File: config.mk
export PLATFORM = sky130hd
export DESIGN_NAME = seq_mult_ctrl_flat
export DESIGN_NICKNAME = d
export VERILOG_FILES = /design/src/rtl/seq_mult_ctrl_if.sv /design/src/rtl/seq_mult_ctrl.sv /design/src/flat_wrapper.sv
export SDC_FILE = /design/constraint.sdc
export NUM_CORES = 1
export LEC_CHECK = 0
export BUFFER_PORTS_ARGS = -buffer_cell sky130_fd_sc_hd__buf_2
export CAP_MARGIN = 40
export CORE_MARGIN = 3
export CORE_UTILIZATION = 35
export CTS_CLUSTER_SIZE = 10
export DETAILED_ROUTE_END_ITERATION = 16
export GPL_ROUTABILITY_DRIVEN = 0
export GPL_TIMING_DRIVEN = 0
export SLEW_MARGIN = 20
export SYNTH_ARGS = -nofsm -noshare
export SYNTH_HDL_FRONTEND = slang
export SYNTH_SLANG_ARGS = --single-unit
File: constraint.sdc
create_clock -name clk -period 10.45 [get_ports clk]
set_clock_uncertainty 0.1 [all_clocks]
set_input_delay 1.045 -clock clk [delete_from_list [all_inputs] [get_ports clk]]
set_output_delay 1.045 -clock clk [all_outputs]
set_load 0.03 [all_outputs]
File: src/rtl/seq_mult_ctrl_if.sv
// Operand/product handshake bundle for seq_mult_ctrl.
// A transfer happens on a rising edge where valid and ready are both high; a source holds valid and its payload stable until that edge.
interface seq_mult_ctrl_if #(
  parameter int WIDTH = 8
);
  logic                 in_valid;
  logic                 in_ready;
  logic [WIDTH-1:0]     a;
  logic [WIDTH-1:0]     b;
  logic                 out_valid;
  logic                 out_ready;
  logic [2*WIDTH-1:0]   product;
  logic                 busy;

  modport master (
    output in_valid, a, b, out_ready,
    input  in_ready, out_valid, product, busy
  );

  modport slave (
    input  in_valid, a, b, out_ready,
    output in_ready, out_valid, product, busy
  );
endinterface

File: src/rtl/seq_mult_ctrl.sv
// Iterative shift-add multiplier: one shared ripple-carry FA chain, up to WIDTH RUN cycles per product.
// Define SEQ_MULT_EARLY_TERM_EN to skip zero operands and stop once no multiplier bits remain.
module seq_mult_ctrl #(
  parameter int WIDTH = 8
) (
  input  logic             clk,
  input  logic             rst_n,
  seq_mult_ctrl_if.slave   bus,
  output logic [1:0]       fsm_state
);
  localparam int PW = 2 * WIDTH;
  localparam int CW = $clog2(WIDTH);
  localparam logic [CW-1:0] LAST = CW'(WIDTH - 1);

  typedef enum logic [1:0] {
    IDLE = 2'd0,
    RUN  = 2'd1,
    DONE = 2'd2
  } state_t;

  state_t            state, state_nx;
  logic [PW-1:0]     mcand, mcand_nx;
  logic [WIDTH-1:0]  mplier, mplier_nx;
  logic [PW-1:0]     acc, acc_nx;
  logic [CW-1:0]     cnt, cnt_nx;

  // Shared adder: acc + mcand, carry-in 0; final carry-out is never built since a*b fits in PW bits.
  logic [PW-1:0] sum;
  logic [PW-1:0] carry;

  assign carry[0] = 1'b0;

  for (genvar i = 0; i < PW; i++) begin : g_fa
    assign sum[i] = acc[i] ^ mcand[i] ^ carry[i];
    if (i < PW - 1) begin : g_cout
      assign carry[i+1] = (acc[i] & mcand[i]) | (carry[i] & (acc[i] ^ mcand[i]));
    end
  end

  always_comb begin
    state_nx  = state;
    mcand_nx  = mcand;
    mplier_nx = mplier;
    acc_nx    = acc;
    cnt_nx    = cnt;
    case (state)
      IDLE: begin
        if (bus.in_valid) begin
          mcand_nx  = {{WIDTH{1'b0}}, bus.a};
          mplier_nx = bus.b;
          acc_nx    = '0;
          cnt_nx    = '0;
          state_nx  = RUN;
`ifdef SEQ_MULT_EARLY_TERM_EN
          if (bus.a == '0 || bus.b == '0) state_nx = DONE;
`endif
        end
      end
      RUN: begin
        if (mplier[0]) acc_nx = sum;
        mcand_nx  = mcand << 1;
        mplier_nx = mplier >> 1;
        cnt_nx    = cnt + CW'(1);
        if (cnt == LAST) state_nx = DONE;
`ifdef SEQ_MULT_EARLY_TERM_EN
        if (mplier[WIDTH-1:1] == '0) state_nx = DONE;
`endif
      end
      DONE: begin
        if (bus.out_ready) state_nx = IDLE;
      end
      default: state_nx = IDLE;
    endcase
  end

  always_ff @(posedge clk) begin
    if (!rst_n) begin
      state  <= IDLE;
      mcand  <= '0;
      mplier <= '0;
      acc    <= '0;
      cnt    <= '0;
    end else begin
      state  <= state_nx;
      mcand  <= mcand_nx;
      mplier <= mplier_nx;
      acc    <= acc_nx;
      cnt    <= cnt_nx;
    end
  end

  assign bus.in_ready  = (state == IDLE);
  assign bus.busy      = (state != IDLE);
  assign bus.out_valid = (state == DONE);
  assign bus.product   = acc;
  assign fsm_state     = state;
endmodule

File: src/flat_wrapper.sv
// flat-port wrapper written by rule: the top's interface ports become plain ports
module seq_mult_ctrl_flat 
#(
  parameter int WIDTH = 8
)
  (clk, rst_n, fsm_state, bus_in_valid, bus_a, bus_b, bus_out_ready, bus_in_ready, bus_out_valid, bus_product, bus_busy);
  seq_mult_ctrl_if #(.WIDTH(WIDTH)) bus_i ();
  input  logic clk;
  input  logic rst_n;
  output logic [1:0] fsm_state;
  input wire logic [$bits(bus_i.in_valid)-1:0] bus_in_valid;
  input wire logic [$bits(bus_i.a)-1:0] bus_a;
  input wire logic [$bits(bus_i.b)-1:0] bus_b;
  input wire logic [$bits(bus_i.out_ready)-1:0] bus_out_ready;
  output wire logic [$bits(bus_i.in_ready)-1:0] bus_in_ready;
  output wire logic [$bits(bus_i.out_valid)-1:0] bus_out_valid;
  output wire logic [$bits(bus_i.product)-1:0] bus_product;
  output wire logic [$bits(bus_i.busy)-1:0] bus_busy;
  assign bus_i.in_valid = bus_in_valid;
  assign bus_i.a = bus_a;
  assign bus_i.b = bus_b;
  assign bus_i.out_ready = bus_out_ready;
  assign bus_in_ready = bus_i.in_ready;
  assign bus_out_valid = bus_i.out_valid;
  assign bus_product = bus_i.product;
  assign bus_busy = bus_i.busy;
  seq_mult_ctrl #(.WIDTH(WIDTH)) u_core (.clk(clk), .rst_n(rst_n), .bus(bus_i), .fsm_state(fsm_state));
endmodule
==> results.cfg, run 1 <==
[routing]
first_pass_iters = 4
vias = 1957
drtIter0Drc = 106
drc = 0
drtAntennaViolNets = 0
avgRoutedWirePerCell_um = 14.43
vias_per_cell = 5.096
drt_wl_total_mm = 5.541

[sta]
hold_violations = 0
max-slew-margin-rel = 0.6475
fin_crit_sh = 0.6949
tns_ps = 0
finalCriticalPeriod_ps = 7262
finalSetupViolations = 0
tightestPinTransition_ps = 528.7
slew_violations = 0
rsz0062_at_grt = false
fmax_mhz = 137.7

[power]
powerDensity_nw_per_um2 = 135.6
power_frac_comb = 0.121
swShare = 0.2522
pwr-share-seq = 0.504
total_power_mw = 0.3640
power_frac_clock = 0.375
p_leak_nw = 1.017
switchingPower_mw = 0.09182
irDropWorstVdd_v = 0.00005515
p_int_mw = 0.2722

[grt]
antenna_found_initial = 0
grt.overflow.total = 0
grt_usage = 0.1585
grt_pass1_wl_mm = 9.356
first_global_vias = 1926
grt_max_degree = 14

[yosys]
syn_area_um2 = 2273
synth_fp_nets = 298
synth_cell_types = 34
yosysTopAreaCell = dfxtp_1
yosys_warnings = 0
synth_flop_cell = dfxtp_1
ys_seq_area_frac = 0.3963
netlist_top_cells_count = dfxtp_1 (45), inv_1 (31), nand2_1 (30), nor2_1 (27), a21oi_1 (16)
syn_inst = 261
synthTopCellsByArea = dfxtp_1 (40%), fa_1 (12%), a311oi_1 (5.4%)
ys_ff_latch = 45
yosysMostFrequentCell = dfxtp_1
synth-edff-count = 0
async_flop_share = 0
avgSynthCellArea_um2 = 8.710
synth_top_cell_area_share = 0.3963

[die]
core_area_um2 = 6096
std_cell_rows = 28
io_pins = 41
floorplan.die.height_um = 86.60
initial_utilization = 0.3729
die_area_um2 = 7499
fp.dieW_um = 86.60

[layout]
diodes = 0
fillers = 635
synthToLayoutAreaGrowth_pct = 18.05
design_area_um2 = 2684
drive_gt1_frac = 0.1974
multiInputGateArea_um2 = 1142
nNetsFinal = 345
regArea_um2 = 900.9

[clock_network]
post_cts_buffers = 0
hold_buffers = 0
path_clk_slew_ps = 90
cts.sinks = 45
htreeDepth = 2
ctsResizeCount = 0
insertion_delay_ps = 300
cts_tree = done
cts_buffers = 5
clk_path_buf_depth = 2
clock-root-buffer = clkbuf_8

[setup_path]
crit_buf_inv = 3
cpMostUsedCell = fa_1
cpPeakStageDelay_ps = 500
slowest_stage = or4_1
critPathMaxFanout = 4
cp-end-kind = flop
r2r_setup_slack_ps = 3190
cp.required_ps = 10570
crit_chain = ha_1, inv_1, fa_1, fa_1, fa_1, fa_1, fa_1, fa_1, fa_1, fa_1, fa_1, fa_1, fa_1, fa_1, inv_1, fa_1, inv_1, fa_1, or4_1, a21oi_1
cp_top_family = adder cells
start_kind = flop
crit_type = flop to flop
cp.arrival_ps = 7390

[flow_run]
cap_violations = 0

[place]
dp_hpwl_mm = 4.066
dpl_cell_area_um2 = 2567
port_buffers = 40

[hold_path]
hold_path.class = flop to flop

[outcome]
outcome = finished clean
registers in the layout (all words and copies together) (netlist names):
register            count
u_core.fsm_state        2
u_core.bus.product     16
u_core.cnt              3
u_core.mplier           8
u_core.mcand           16
routing by layer:
layer / up-vias / GRT usage / part of all wire
met5: - / 0 / 0
met4: 0 / 0.03399 / 0.0092
met3: 5 / 0.03707 / 0.054
met2: 50 / 0.2545 / 0.48
met1: 929 / 0.2179 / 0.46
li1: 973 / - / -
worst paths after layout:
path / from / end / cells after the start
hold reg to reg: u_core.mplier[6]$_SDFFE_PN0P_ / u_core.mplier[5]$_SDFFE_PN0P_ / 2
hold / removal: u_core.mplier[6]$_SDFFE_PN0P_ / u_core.mplier[5]$_SDFFE_PN0P_ / 2
setup reg to reg: u_core.mcand[0]$_SDFFE_PN0P_ / u_core.bus.product[14]$_SDFFE_PN0P_ / 20
setup / recovery: u_core.mcand[0]$_SDFFE_PN0P_ / u_core.bus.product[14]$_SDFFE_PN0P_ / 20
power by group through the flow:
| stage | registers [mW] | logic, mW | clock network (mW) |
|---|---|---|---|
| after floorplan | 0.188 | 0.0281 | 0 |
| after global placement | 0.187 | 0.0439 | 0 |
| after detailed placement | 0.188 | 0.0442 | 0 |
| after CTS | 0.184 | 0.0444 | 0.140 |
| after global routing | 0.184 | 0.0499 | 0.146 |
| final | 0.183 | 0.0442 | 0.136 |
metrics by stage:
step | setup WS, ps | util | hold WS (ps) | instances
detailed placement | 3127 | 0.4212 | 365.9 | 376
global route | 2814 | 0.4403 | 405.8 | 384
finish | 3188 | 0.4403 | 375.7 | 384
CTS | 3112 | 0.4403 | 378.5 | 384
floorplan | 3231 | - | 343.5 | 261
global placement | 3188 | 0.4212 | 363.5 | 376
logic make-up (layout without fill, tap and decap cells):
logic type / count (synthesis) / after routing / synth area share
buf+inv: 53 / 101 / 0.1013
fa+ha+maj: 17 / 17 / 0.1398
compound gates: 63 / 63 / 0.1822
mux: 1 / 1 / 0.004403
simple gates: 81 / 81 / 0.1723
xor+xnor: 1 / 1 / 0.003853
flops: 45 / 45 / 0.3963
layout by cell type (no fill, tap or decap), types with 9 or more instances in the layout:
cell,netlist,final
inv_1,31,31
a22oi_1,10,10
fa_1,14,14
buf_2,8,48
nor2_1,27,27
dfxtp_1,45,45
or4_1,13,13
clkbuf_1,8,9
nand2_1,30,30
o21ai_0,15,15
a311oi_1,14,14
a21oi_1,16,16
area by class of cell:
| class | count | share of cell area |
|---|---|---|
| plain buffers | 21 | 0.04103 |
| clock buffers | 7 | 0.03217 |
| clock inverters | 1 | 0.01119 |
| inverters | 32 | 0.04476 |
| multi-input cells | 163 | 0.4256 |
| flip-flops and latches | 45 | 0.3357 |
| well taps | 75 | 0.03497 |
| repair buffers | 40 | 0.07459 |
worst reg2reg max path, stage by stage, from the launching register on:
cell,delay [ps]
dfxtp_1,400
ha_1,170
inv_1,50
fa_1,410
fa_1,430
fa_1,420
fa_1,420
fa_1,430
fa_1,430
fa_1,420
fa_1,440
fa_1,440
fa_1,430
fa_1,430
fa_1,400
inv_1,80
fa_1,170
inv_1,60
fa_1,430
or4_1,500
a21oi_1,140
Note: power is estimated with default switching activity, not from simulation.
==> run 2, diff against run 1 <==
==> constraint.sdc (replaced) <==
create_clock -name clk -period 7.47 [get_ports clk]
set_clock_uncertainty 0.1 [all_clocks]
set_input_delay 0.747 -clock clk [delete_from_list [all_inputs] [get_ports clk]]
set_output_delay 0.747 -clock clk [all_outputs]
set_load 0.03 [all_outputs]
==> run 2 against run 1 <==
Power up 40%. Combinational power up 40%. Cell count unchanged. Sequential share of layout area barely moved. Setup slack worse by 2800 ps. Critical endpoint unchanged. Sequential power increased by 40%. Count of clock-buffer cells in the layout unchanged. Fmax is 2.2% higher. Largest power group unchanged. Register-to-register slack worse by 2800 ps. Core utilization is 0.10 points higher. First-iteration DRC count down 3.8%.
==> results.cfg, run 2 (synthesis results as in run 1) <==
[outcome]
outcome = finished clean

[power]
p_int_mw = 0.3808
powerDensity_nw_per_um2 = 189.2
power_frac_clock = 0.374
power_frac_comb = 0.121
irDropWorstVdd_v = 0.00007721
p_leak_nw = 1.020
pwr-share-seq = 0.504
total_power_mw = 0.5089
swShare = 0.2518
switchingPower_mw = 0.1281

[die]
initial_utilization = 0.3729
core_area_um2 = 6096
std_cell_rows = 28
fp.dieW_um = 86.60
die_area_um2 = 7499
floorplan.die.height_um = 86.60
io_pins = 41

[setup_path]
cp.arrival_ps = 7230
cp.required_ps = 7590
r2r_start = u_core.bus.product[0]$_SDFFE_PN0P_
start_kind = flop
r2r_setup_slack_ps = 370
critPathMaxFanout = 3
cp-end-kind = flop
rr_worst_depth = 20
endpoint = u_core.bus.product[14]$_SDFFE_PN0P_
r2r_end = u_core.bus.product[14]$_SDFFE_PN0P_
critPathLaunch = u_core.bus.product[0]$_SDFFE_PN0P_
crit_type = flop to flop

[hold_path]
hold_path.class = flop to flop

[routing]
first_pass_iters = 4
avgRoutedWirePerCell_um = 14.46
drtIter0Drc = 102
drt_wl_total_mm = 5.552
drtAntennaViolNets = 0
vias = 1956
drc = 0
vias_per_cell = 5.094

[layout]
design_area_um2 = 2690
drive_gt1_frac = 0.2071
final_cells = 384
final_cell_mix = buf_2 (48), dfxtp_1 (44), inv_1 (31)
diodes = 0
final_common_cell = buf_2
synthToLayoutAreaGrowth_pct = 18.33
nNetsFinal = 345

[place]
pre_cts_slack_ps = 146.8
dp_cells = 376
dp_hpwl_mm = 4.066
dpl_cell_area_um2 = 2567
port_buffers = 40

[grt]
grt_max_degree = 14
grt_pass1_wl_mm = 9.356
antenna_found_initial = 0
grt_usage = 0.1585
grt.overflow.total = 0
first_global_vias = 1926

[sta]
tightestPinTransition_ps = 528.0
finalCriticalPeriod_ps = 7104
hold_violations = 0
fmax_mhz = 140.8
postLayoutSetupSlackWorst_ps = 366.3
slew_violations = 0
finalSetupViolations = 0
rsz0062_at_grt = false
fin_crit_sh = 0.9510
tns_ps = 0
max-slew-margin-rel = 0.6480

[clock_network]
path_clk_slew_ps = 90
hold_buffers = 0
cts.sinks = 45
ctsResizeCount = 0
htreeDepth = 2
post_cts_buffers = 0
cts_tree = done
clock-root-buffer = clkbuf_8
cts_buffers = 5
clk_path_buf_depth = 2
insertion_delay_ps = 290

[flow_run]
cap_violations = 0
-- run 2: cell counts in the layout (fill, tap and decap cells not counted) --
No cell type changed its count.
-- run 2: critical path, stage by stage, from the launching register on --
cell,delay (ps)
dfxtp_1,360
ha_1,150
inv_1,50
fa_1,410
fa_1,430
fa_1,420
fa_1,420
fa_1,430
fa_1,430
fa_1,430
fa_2,390
fa_2,380
fa_1,420
fa_1,430
fa_1,400
inv_1,80
fa_1,170
inv_1,60
fa_1,430
or4_1,500
a21oi_1,140
-- run 2: power by group through the flow --
stage | Combinational (mW) | Clock (mW) | Sequential (mW)
after floorplan | 0.0393 | 0 | 0.263
after global placement | 0.0615 | 0 | 0.262
after detailed placement | 0.0618 | 0 | 0.262
after CTS | 0.0621 | 0.196 | 0.257
after global routing | 0.0698 | 0.204 | 0.258
final | 0.0618 | 0.190 | 0.257
-- run 2: worst min path at each step --
| stage | start | to | slack (ps) | cells past startpoint |
|---|---|---|---|---|
| 2_1_floorplan | u_core.cnt[0]$_SDFFE_PN0P_ | u_core.cnt[0]$_SDFFE_PN0P_ | 340 | 1 |
| 3_3_place_gp | u_core.mplier[1]$_SDFFE_PN0P_ | u_core.mplier[0]$_SDFFE_PN0P_ | 360 | 2 |
| 3_5_place_dp | u_core.mplier[1]$_SDFFE_PN0P_ | u_core.mplier[0]$_SDFFE_PN0P_ | 370 | 2 |
| 4_1_cts | u_core.mplier[1]$_SDFFE_PN0P_ | u_core.mplier[0]$_SDFFE_PN0P_ | 380 | 2 |
| 5_1_grt | u_core.mplier[1]$_SDFFE_PN0P_ | u_core.mplier[0]$_SDFFE_PN0P_ | 410 | 2 |
| 6_report | u_core.mplier[6]$_SDFFE_PN0P_ | u_core.mplier[5]$_SDFFE_PN0P_ | 380 | 2 |
-- run 2: metrics by stage --
stage / utilization / hold slack, ps
global placement: 0.4212 / 363.5
global route: 0.4413 / 405.8
CTS: 0.4403 / 378.5
finish: 0.4413 / 376.1
floorplan: - / 343.5
detailed placement: 0.4212 / 365.9
-- run 2: layout make-up --
type / instances / area (um2)
Fill cell: 635 / 3406
Multi-Input combinational cell: 163 / 1147
Sequential cell: 45 / 902.1
Timing Repair Buffer: 40 / 200.2
Inverter: 32 / 120.1
Buffer: 21 / 110.1
Tap cell: 75 / 93.84
Clock buffer: 7 / 86.33
Clock inverter: 1 / 30.03
-- run 2: metal layers --
layer | vias to the layer above | wire, um | GRT usage
met3 | 5 | 308 | 0.03707
met4 | 0 | 51 | 0.03399
li1 | 972 | - | -
met1 | 930 | 2560 | 0.2179
met5 | - | 0 | 0
met2 | 49 | 2630 | 0.2545
==> run 3, diff against run 2 <==
--- a/config.mk
+++ b/config.mk
@@ -7,12 +7,15 @@
 export LEC_CHECK = 0
 export BUFFER_PORTS_ARGS = -buffer_cell sky130_fd_sc_hd__buf_2
 export CAP_MARGIN = 40
+export CELL_PAD_IN_SITES_DETAIL_PLACEMENT = 1
+export CELL_PAD_IN_SITES_GLOBAL_PLACEMENT = 1
 export CORE_MARGIN = 3
 export CORE_UTILIZATION = 35
 export CTS_CLUSTER_SIZE = 10
 export DETAILED_ROUTE_END_ITERATION = 16
 export GPL_ROUTABILITY_DRIVEN = 0
 export GPL_TIMING_DRIVEN = 0
+export PLACE_DENSITY_LB_ADDON = 0.1
 export SLEW_MARGIN = 20
 export SYNTH_ARGS = -nofsm -noshare
 export SYNTH_HDL_FRONTEND = slang
==> run 3 against run 2 <==
Core utilization down 0.47 points. First-iteration DRC count down 38%. Setup slack worse by 42 ps. Global-route usage grew 1.2 points. Sequential power about the same. Register-to-register slack got worse by 40 ps. Highest routed layer unchanged.
==> results.cfg, run 3 (synthesis results as in run 1) <==
[layout]
synthToLayoutAreaGrowth_pct = 17.06
final_cell_mix = buf_2 (48), dfxtp_1 (43), inv_1 (31)
diodes = 0
design_area_um2 = 2661
nNetsFinal = 345
final_cells = 383
drive_gt1_frac = 0.2078
final_common_cell = buf_2

[routing]
drtIter0Drc = 63
wl_met3_um = 171
drtAntennaViolNets = 0
avgRoutedWirePerCell_um = 15.58
met1Wirelength_mm = 2.940
drc = 0
wl_met2_mm = 2.766
drt_wl_total_mm = 5.968
vias_per_cell = 5.136
first_pass_iters = 4
vias = 1967
routed.top_layer = met4

[setup_path]
cpMostUsedCell = fa_1
r2r_setup_slack_ps = 320
cp-end-kind = flop
crit_type = flop to flop
slowest_stage = or4_1
cp.required_ps = 7600
cp.arrival_ps = 7280
cpPeakStageDelay_ps = 510
critPathMaxFanout = 4
crit_chain = ha_1, inv_1, fa_1, fa_1, fa_1, fa_1, fa_1, fa_1, fa_1, fa_1, fa_2, fa_2, fa_1, fa_1, inv_1, fa_1, inv_1, fa_1, or4_1, a21oi_1
start_kind = flop

[clock_network]
htreeDepth = 2
cts_tree = done
clk_path_buf_depth = 2
clock-root-buffer = clkbuf_8
post_cts_buffers = 0
insertion_delay_ps = 300
cts.sinks = 45
cts_buffers = 5
path_clk_slew_ps = 90

[die]
core_area_um2 = 6096
fp.dieW_um = 86.60
std_cell_rows = 28
initial_utilization = 0.3729
die_area_um2 = 7499
floorplan.die.height_um = 86.60
io_pins = 41

[place]
port_buffers = 40
dp_hpwl_mm = 4.463
dp_cells = 376
pre_cts_slack_ps = 105.3
dpl_cell_area_um2 = 2567

[power]
powerDensity_nw_per_um2 = 178.9
p_leak_nw = 1.006
irDropWorstVdd_v = 0.00007518

[sta]
finalCriticalPeriod_ps = 7146
rsz0062_at_grt = false
fin_crit_sh = 0.9566
postLayoutSetupSlackWorst_ps = 323.8
hold_violations = 0
finalSetupViolations = 0
tns_ps = 0
fmax_mhz = 139.9
slew_violations = 0
tightestPinTransition_ps = 526.8
max-slew-margin-rel = 0.6488

[grt]
antenna_found_initial = 0
grt.overflow.total = 0
grt_pass1_wl_mm = 10.03
grt_usage = 0.1709
grt_max_degree = 13
first_global_vias = 2056

[outcome]
outcome = finished clean

[flow_run]
cap_violations = 0

[hold_path]
hold_path.class = flop to flop
run 3: cell count changes in the layout (fill, tap and decap cells not counted):
cell,delta
bufinv_16,-1
dfxtp_1,-1
dfxtp_2,+1
run 3: critical path: cells and delay by family (launching register included):
kind,cells,cell delay (ps)
AO/OA/AOI/OAI,1,160
adder cells (fa/ha/maj),15,5770
buffers and inverters,3,180
flip-flops,1,360
AND/OR/NAND/NOR,1,510
run 3: where the power goes:
group	switching, mW	internal, mW	total [mW]	leakage [nW]
Sequential	0.00776	0.249	0.257	0.368
Clock	0.0826	0.0736	0.156	0.0443
Combinational	0.0402	0.0224	0.0627	0.594
run 3: repair_timing:
item | in CTS | in global routing
resized for setup | 0 | 4
hold buffers | 0 | 0
setup endpoints to repair | 0 | 1
run 3: worst paths after layout:
kind	start	endpoint	depth (start not counted)
max	u_core.mcand[0]$_SDFFE_PN0P_	u_core.bus.product[14]$_SDFFE_PN0P_	20
max reg2reg	u_core.mcand[0]$_SDFFE_PN0P_	u_core.bus.product[14]$_SDFFE_PN0P_	20
min reg2reg	u_core.mplier[6]$_SDFFE_PN0P_	u_core.mplier[5]$_SDFFE_PN0P_	2
min	u_core.mplier[6]$_SDFFE_PN0P_	u_core.mplier[5]$_SDFFE_PN0P_	2
run 3: metal layers:
| metal | vias up | global-route usage |
|---|---|---|
| met3 | 7 | 0.03042 |
| met5 | - | 0 |
| met1 | 960 | 0.2372 |
| li1 | 974 | - |
| met4 | 0 | 0.06516 |
| met2 | 26 | 0.2650 |
run 3: layout make-up:
cell class                 count  area [um2]
clock buffer                   7       86.33
buffer                        21       110.1
sequential                    45       903.4
multi-input combinational    163        1147
inverter                      32       120.1
fill                         755        3435
timing repair buffer          40       200.2
tap                           75       93.84
run 3: through the flow:
| stage | hold WS [ps] | total power [mW] | utilization |
|---|---|---|---|
| 2_1_floorplan | 343.5 | 0.3024 | - |
| 3_3_place_gp | 364.2 | 0.3248 | 0.4212 |
| 3_5_place_dp | 377.6 | 0.3262 | 0.4212 |
| 4_1_cts | 382.4 | 0.4848 | 0.4353 |
| 5_1_grt | 416.0 | 0.5013 | 0.4366 |
| 6_report | 382.5 | 0.4761 | 0.4366 |
